File: config.mk
export PLATFORM = sky130hd
export DESIGN_NAME = mem_access_unit
export DESIGN_NICKNAME = d
export VERILOG_FILES = /design/src/rtl/mem_access_unit.sv
export SDC_FILE = /design/constraint.sdc
export NUM_CORES = 1
export LEC_CHECK = 0
export BUFFER_PORTS_ARGS = -buffer_cell sky130_fd_sc_hd__buf_2
export CORE_MARGIN = 2
export CORE_UTILIZATION = 40
export CTS_BUF_LIST = sky130_fd_sc_hd__clkbuf_16
export DETAILED_ROUTE_END_ITERATION = 6
export PLACE_DENSITY = 0.74
export SYNTH_ARGS = -nofsm -noshare
export SYNTH_HDL_FRONTEND = slang
export SYNTH_SLANG_ARGS = --single-unit
File: constraint.sdc
create_clock -name s_clk_i -period 3.65 [get_ports s_clk_i]
set_input_delay 0 -clock s_clk_i [delete_from_list [all_inputs] [get_ports s_clk_i]]
set_output_delay 0 -clock s_clk_i [all_outputs]
set_load 0.1 [all_outputs]
File: src/rtl/mem_access_unit.sv
// Load/store unit bridging the EX stage to an AHB-Lite master port.
// Runs one access at a time: misalignment check, address phase, data phase, result pulse.
module mem_access_unit (
    input  logic        s_clk_i,
    input  logic        s_reset_i,
    input  logic        s_valid_i,
    input  logic        s_ld_i,
    input  logic        s_st_i,
    input  logic [1:0]  s_size_i,
    input  logic        s_unsigned_i,
    input  logic [31:0] s_addr_i,
    input  logic [31:0] s_wdata_i,
    input  logic        s_flush_i,
    output logic [31:0] s_haddr_o,
    output logic [1:0]  s_htrans_o,
    output logic        s_hwrite_o,
    output logic [2:0]  s_hsize_o,
    output logic [31:0] s_hwdata_o,
    input  logic [31:0] s_hrdata_i,
    input  logic        s_hready_i,
    input  logic        s_hresp_i,
    output logic        s_busy_o,
    output logic        s_done_o,
    output logic [31:0] s_rdata_o,
    output logic        s_exc_o,
    output logic [1:0]  s_exc_code_o
);

    typedef enum logic [1:0] {IDLE, ADDR, DATA} state_t;

    state_t      state_reg, state_next;
    logic [31:0] haddr_reg;
    logic        hwrite_reg;
    logic [1:0]  size_reg;
    logic        unsigned_reg;
    logic [31:0] wdata_reg;
    logic        flush_seen_reg;
    logic        done_reg;
    logic        exc_reg;
    logic [1:0]  exc_code_reg;
    logic [31:0] rdata_reg;

    logic        accept;
    logic        misaligned;
    logic        complete;
    logic        flushed;
    logic [7:0]  rd_bytes [4];
    logic [7:0]  lane_byte;
    logic [15:0] lane_half;
    logic [31:0] load_value;
    logic [31:0] hwdata_next;

    assign accept     = (state_reg == IDLE) && s_valid_i && (s_ld_i || s_st_i) && !s_flush_i;
    assign misaligned = ((s_size_i == 2'b01) && s_addr_i[0]) ||
                        ((s_size_i == 2'b10) && (s_addr_i[1:0] != 2'b00));
    assign complete   = (state_reg == DATA) && s_hready_i;
    // A flush arriving on the completing cycle itself must also suppress the pulse.
    assign flushed    = flush_seen_reg || s_flush_i;

    generate
        for (genvar gi = 0; gi < 4; gi++) begin : g_rd_lane
            assign rd_bytes[gi] = s_hrdata_i[8*gi +: 8];
        end
    endgenerate

    assign lane_byte = rd_bytes[haddr_reg[1:0]];
    assign lane_half = haddr_reg[1] ? s_hrdata_i[31:16] : s_hrdata_i[15:0];

    always_comb begin
        load_value = s_hrdata_i;
        case (size_reg)
            2'b00:   load_value = {{24{lane_byte[7] & ~unsigned_reg}}, lane_byte};
            2'b01:   load_value = {{16{lane_half[15] & ~unsigned_reg}}, lane_half};
            default: load_value = s_hrdata_i;
        endcase
    end

    always_comb begin
        hwdata_next = 32'h0;
        if (state_reg == DATA && hwrite_reg) begin
            case (size_reg)
                2'b00:   hwdata_next = {4{wdata_reg[7:0]}};
                2'b01:   hwdata_next = {2{wdata_reg[15:0]}};
                default: hwdata_next = wdata_reg;
            endcase
        end
    end

    always_comb begin
        state_next = state_reg;
        case (state_reg)
            IDLE:    if (accept && !misaligned) state_next = ADDR;
            ADDR:    if (s_hready_i) state_next = DATA;
            DATA:    if (s_hready_i) state_next = IDLE;
            default: state_next = IDLE;
        endcase
    end

    always_ff @(posedge s_clk_i or posedge s_reset_i) begin
        if (s_reset_i) begin
            state_reg      <= IDLE;
            haddr_reg      <= 32'h0;
            hwrite_reg     <= 1'b0;
            size_reg       <= 2'b00;
            unsigned_reg   <= 1'b0;
            wdata_reg      <= 32'h0;
            flush_seen_reg <= 1'b0;
            done_reg       <= 1'b0;
            exc_reg        <= 1'b0;
            exc_code_reg   <= 2'b00;
            rdata_reg      <= 32'h0;
        end else begin
            state_reg <= state_next;
            done_reg  <= 1'b0;
            exc_reg   <= 1'b0;
            if (accept) begin
                haddr_reg      <= s_addr_i;
                hwrite_reg     <= s_st_i;
                size_reg       <= s_size_i;
                unsigned_reg   <= s_unsigned_i;
                wdata_reg      <= s_wdata_i;
                flush_seen_reg <= 1'b0;
                if (misaligned) begin
                    exc_reg      <= 1'b1;
                    exc_code_reg <= s_st_i ? 2'b10 : 2'b01;
                end
            end
            if (state_reg != IDLE && s_flush_i)
                flush_seen_reg <= 1'b1;
            if (complete) begin
                flush_seen_reg <= 1'b0;
                if (!flushed) begin
                    if (s_hresp_i) begin
                        exc_reg      <= 1'b1;
                        exc_code_reg <= 2'b11;
                    end else begin
                        done_reg <= 1'b1;
                        if (!hwrite_reg)
                            rdata_reg <= load_value;
                    end
                end
            end
        end
    end

    assign s_haddr_o    = haddr_reg;
    assign s_htrans_o   = (state_reg == ADDR) ? 2'b10 : 2'b00;
    assign s_hwrite_o   = hwrite_reg;
    assign s_hsize_o    = {1'b0, size_reg};
    assign s_hwdata_o   = hwdata_next;
    assign s_busy_o     = (state_reg != IDLE) || (accept && !misaligned);
    assign s_done_o     = done_reg;
    assign s_exc_o      = exc_reg;
    assign s_exc_code_o = exc_code_reg;
    assign s_rdata_o    = rdata_reg;

endmodule

# --- After elaboration in Yosys (flattened, before gate mapping) ---
# Cells that the tools add are included.
op_classes:
  n_bitwise: 7
  muxes: 29
  n_lt_le_gt_ge: 1
  n_reduce_logical: 22
  n_eq_ne: 8
ops:
  columns: ["operator", "n"]
  rows:
  - ["32-bit case mux with 2 select lines", 2]
  - ["32-bit 2-to-1 mux", 1]
  - ["2-bit 2-to-1 mux", 10]
  - ["8-bit binary-select mux with 2-bit select", 1]
  - ["16-bit 2-to-1 mux", 1]
  - ["8-bit 2-to-1 mux", 2]
  - ["1-bit 2-to-1 mux", 11]
  - ["1-bit logical AND", 9]
  - ["2-bit by 1-bit equality test with 1-bit output (second input constant)", 3]
  - ["2-bit case mux with 3 select lines", 1]
  - ["2-bit equality test (second input constant)", 2]
  - ["2-bit zero test", 2]
  - ["1-bit logical OR", 4]
  - ["2-bit != test (second input constant)", 2]
  - ["1-bit inverter", 4]
  - ["4-bit AND reduction", 1]
  - ["2-bit nonzero test", 2]
  - ["3-bit >= comparator (second input constant)", 1]
  - ["2-bit inverter with 3-bit output", 1]
  - ["3-bit AND reduction", 1]
  - ["3-bit nonzero test", 1]
  - ["1-bit bitwise AND", 2]
  - ["1-bit zero test", 2]
  - ["2-bit by 1-bit != test with 1-bit output (second input constant)", 1]
totals:
  wordCells: 78
  ff_bits: 107
  inputBits: 107
  output_inout_bits: 107

# --- Longest topological paths before layout ---
logic_depth:
  ltp_word: 8
  ltp_mapped: 7
  ltp_nobuf: 4

# --- Least setup slack after synthesis ---
# No wires, ideal clock.
synth_path:
  kind: "flip-flop to output port"
  from: "register state_reg[0]"
  to: "output s_busy_o"
  path_slack_ns: 0.398
  arrival_time_ns: 3.252
  path_stages_with_launch: 5
  cell_sequence: "dfrtp_1 -> nor4b_4 -> o21ai_2 -> buf_2 -> o21ai_0"
synth_between:
  elab_chain_len: 6
  elab_cells_between_ends: 7
synth_lines:
  columns: ["element", "line_no", "source"]
  rows:
  - ["start: declaration", "31", "state_t state_reg, state_next;"]
  - ["start signal: assignment", "113", "state_reg <= state_next;"]
  - ["2-bit zero test", "53", "assign accept = (state_reg == IDLE) && s_valid_i && (s_ld_i || s_st_i) && !s_flush_i;"]
  - ["1-bit logical AND (3 in a row)", "53", null]
  - ["1-bit logical AND", "151", "assign s_busy_o = (state_reg != IDLE) || (accept && !misaligned);"]
  - ["1-bit logical OR *", "151", null]
  - ["end: declaration", "22", "output logic s_busy_o,"]
# Every way passes the cells marked *; elsewhere a longest branch is shown, timed or not.

# --- Final worst setup path ---
layout_path:
  from: "register state_reg[1]"
  to: "output s_hwdata_o[8]"
layout_between:
  elab_chain_len: 3
layout_lines:
  columns: ["element", "line_no", "source"]
  rows:
  - ["2-bit equality test", "80", "if (state_reg == DATA && hwrite_reg) begin"]
  - ["1-bit logical AND", "80", null]
  - ["32-bit 2-to-1 mux", "80", null]
  - ["end: declaration", "18", "output logic [31:0] s_hwdata_o,"]
# Every way passes these cells.

==> summary.md <==
| Metric | Value |
|---|---|
| CP Data Required Time | 3.65 ns |
| GRT Util Overall | 0.250 |
| Max-Cap Viols | 0 |
| Post-synthesis cell count | 602 |
| PostCTS Resize Cnt | 0 |
| YS warnings | 0 |
| Flops & latches, synth | 107 |
| Grt ovf | 0 |
| Final TNS setup | 0 ns |
| Syn avg cell area | 8.71 µm² |
| Tightest Pin Transition | 0.837 ns |
| Post-synth EDFFs | 0 |
| Avg WL per Cell | 16.3 µm |
| Max Clock Skew | 0.00410 ns |
| WS Path Type | flop to output pin |
| Initial antenna violation count | 0 |
| DP HPWL | 10900 µm |
| DR vias/cell | 5.10 |
| Post-Syn Area | 5240 µm² |
| Setup crit end kind | output pin |
| Seq/Total Area, Yosys | 0.511 |
| Leakage | 4.03 nW |
| Max VDD drop | 0.568 mV |
| CTS Buf Count | 9 |
| Finished layout cell area | 7620 µm² |
| Die Y | 118 µm |
| Final Setup Violations | 0 |
| Vias in the first global route | 5476 |
| Die Span X | 118 µm |
| Antenna diodes | 0 |
| Hold WC Path Type | input port to flop |
| Placed Cells incl. Taps | 954 |
| Hold_buf cts | 96 |
| H-Tree Depth | 3 |
| Tmin final | 2.57 ns |
| Top cell type's share of synthesized area | 0.511 |
| Setup Fix Bufs, Post-CTS | 0 |
| Count leader, synth | nand2_1 |
| Share of cells above drive strength 1 | 0.291 |
| RSZ-0062 raised after global routing | false |
| Ports | 214 |
| Area grow syn2layout | 45.4% |
| Total detailed-routing wirelength | 17300 µm |
| First-pass GRT wire length | 27800 µm |
| Final period utilization | 0.705 |
| Slew Limit Fails | 0 |
| WHS | 0.0170 ns |
| CTS tree | yes |
| Number of hold violations in the final report | 0 |
| Max_slew headroom | 0.441 |
| Max Freq | 389 MHz |
| CP max FO | 24 |
| Most frequent cells after synthesis | nand2_1, dfrtp_1, nor2_1 |
| Die area | 14000 µm² |
| Routed via count | 5433 |
| Post-synth ARST share | 1.00 |
| # DRC | 0 |
| Largest area contributor in the netlist | dfrtp_1 |
| Critical Path Start Type | flop |
| Top cells by area, synth | dfrtp_1, nand2_1, nor2_1 |
| Non-filler cells, final | 1065 |
| P per Cell Area | 862 nW/µm² |
| Yosys cell types | 44 |
| CP arrival | 2.57 ns |
| Primary FF master, synth | dfrtp_1 |
| Port buffer count | 211 |
| Nets | 996 |
| Row count | 41 |
| Clk Latency, worst-skew pair | 0.35 ns |
| Pin count of the biggest net entering global routing | 64 |
| Sink Count | 107 |
| Placed Area | 6360 µm² |
| DR iter-0 viols | 372 |
| CTS clk-pin slew, worst paths | 0.07 ns |
| Routability cong. | 0.876 |
| First-pass DRT Iterations | 5 |
| CTS Buffer Depth | 2 |
| Outcome | completed |
| Initial Util | 0.412 |
| Filler cell count | 1077 |
| Root buf cell | clkbuf_16 |
| Antenna Nets Post-Route | 0 |
| Core ar. | 12700 µm² |
[worst max-delay path, cell delays in order (launching register included)]
cell and delay [ns]:
dfrtp_1 0.49, nor2b_4 0.32, nand2_1 0.54, a21oi_1 0.37, buf_2 0.48
[per-layer routing]
layer / GRT usage / part of all wire / vias to the layer above
met5: 0 / 0 / -
met4: 0.131 / 0.039 / 0
met3: 0.0584 / 0.082 / 47
met2: 0.407 / 0.48 / 298
met1: 0.308 / 0.40 / 2542
li1: - / - / 2546
[cell type report]
class,count,area (µm²),share of cell area
Sequential cell,107,2680,0.351
Tap cell,172,215,0.0282
Multi-Input combinational cell,451,2310,0.303
Clock buffer,9,225,0.0295
Timing Repair Buffer,315,2090,0.274
Clock inverter,6,81.3,0.0107
Inverter,5,21.3,0.00279
[cells by family (layout without fill, tap and decap cells)]
family	Yosys count	after routing	share of synthesized area
compound gates	86	86	0.113
other cells	1	2	0.000715
buf+inv	45	335	0.0506
simple gates	330	330	0.258
flops	107	107	0.511
mux	33	33	0.0668
[stage by stage]
step	total power, mW	setup slack (ns)	util
after floorplan	4.80	0.398	-
after global placement	5.42	1.43	0.500
after detailed placement	5.45	1.36	0.500
after CTS	6.56	1.11	0.599
after global routing	6.87	0.963	0.599
final	6.57	1.08	0.599
[cell usage in the layout (no fill, tap or decap), types with 4 or more instances in the layout]
master,netlist,layout
a21oi_1,26,26
a21oi_2,10,10
a221oi_1,6,6
a22oi_1,8,8
and3_1,9,9
buf_2,12,211
buf_4,4,7
clkbuf_16,0,9
dfrtp_1,107,106
dlygate4sd3_1,0,96
mux2_2,8,8
mux2i_1,23,23
nand2_1,235,235
nand2b_1,10,10
nor2_1,62,62
nor2b_1,4,4
o21ai_0,13,13
o221ai_1,7,7
[worst paths after layout]
path	depth (start not counted)	start	slack (ns)	endpoint
setup / recovery	4	state_reg[1]	1.08	s_hwdata_o[8]
hold / removal	3	s_hrdata_i[12]	0.02	s_rdata_o[12]
setup reg to reg	4	state_reg[1]	1.37	s_rdata_o[5]
hold reg to reg	2	s_haddr_o[17]	0.47	s_haddr_o[17]
max in group asynchronous	4	s_reset_i	2.45	wdata_reg[28]
min in group asynchronous	3	s_reset_i	0.35	s_rdata_o[3]
[power by group]
group / internal (mW) / switching [mW]
registers: 1.57 / 0.334
logic: 0.690 / 2.95
clock network: 0.593 / 0.435
(Power assumes the default switching activity.)
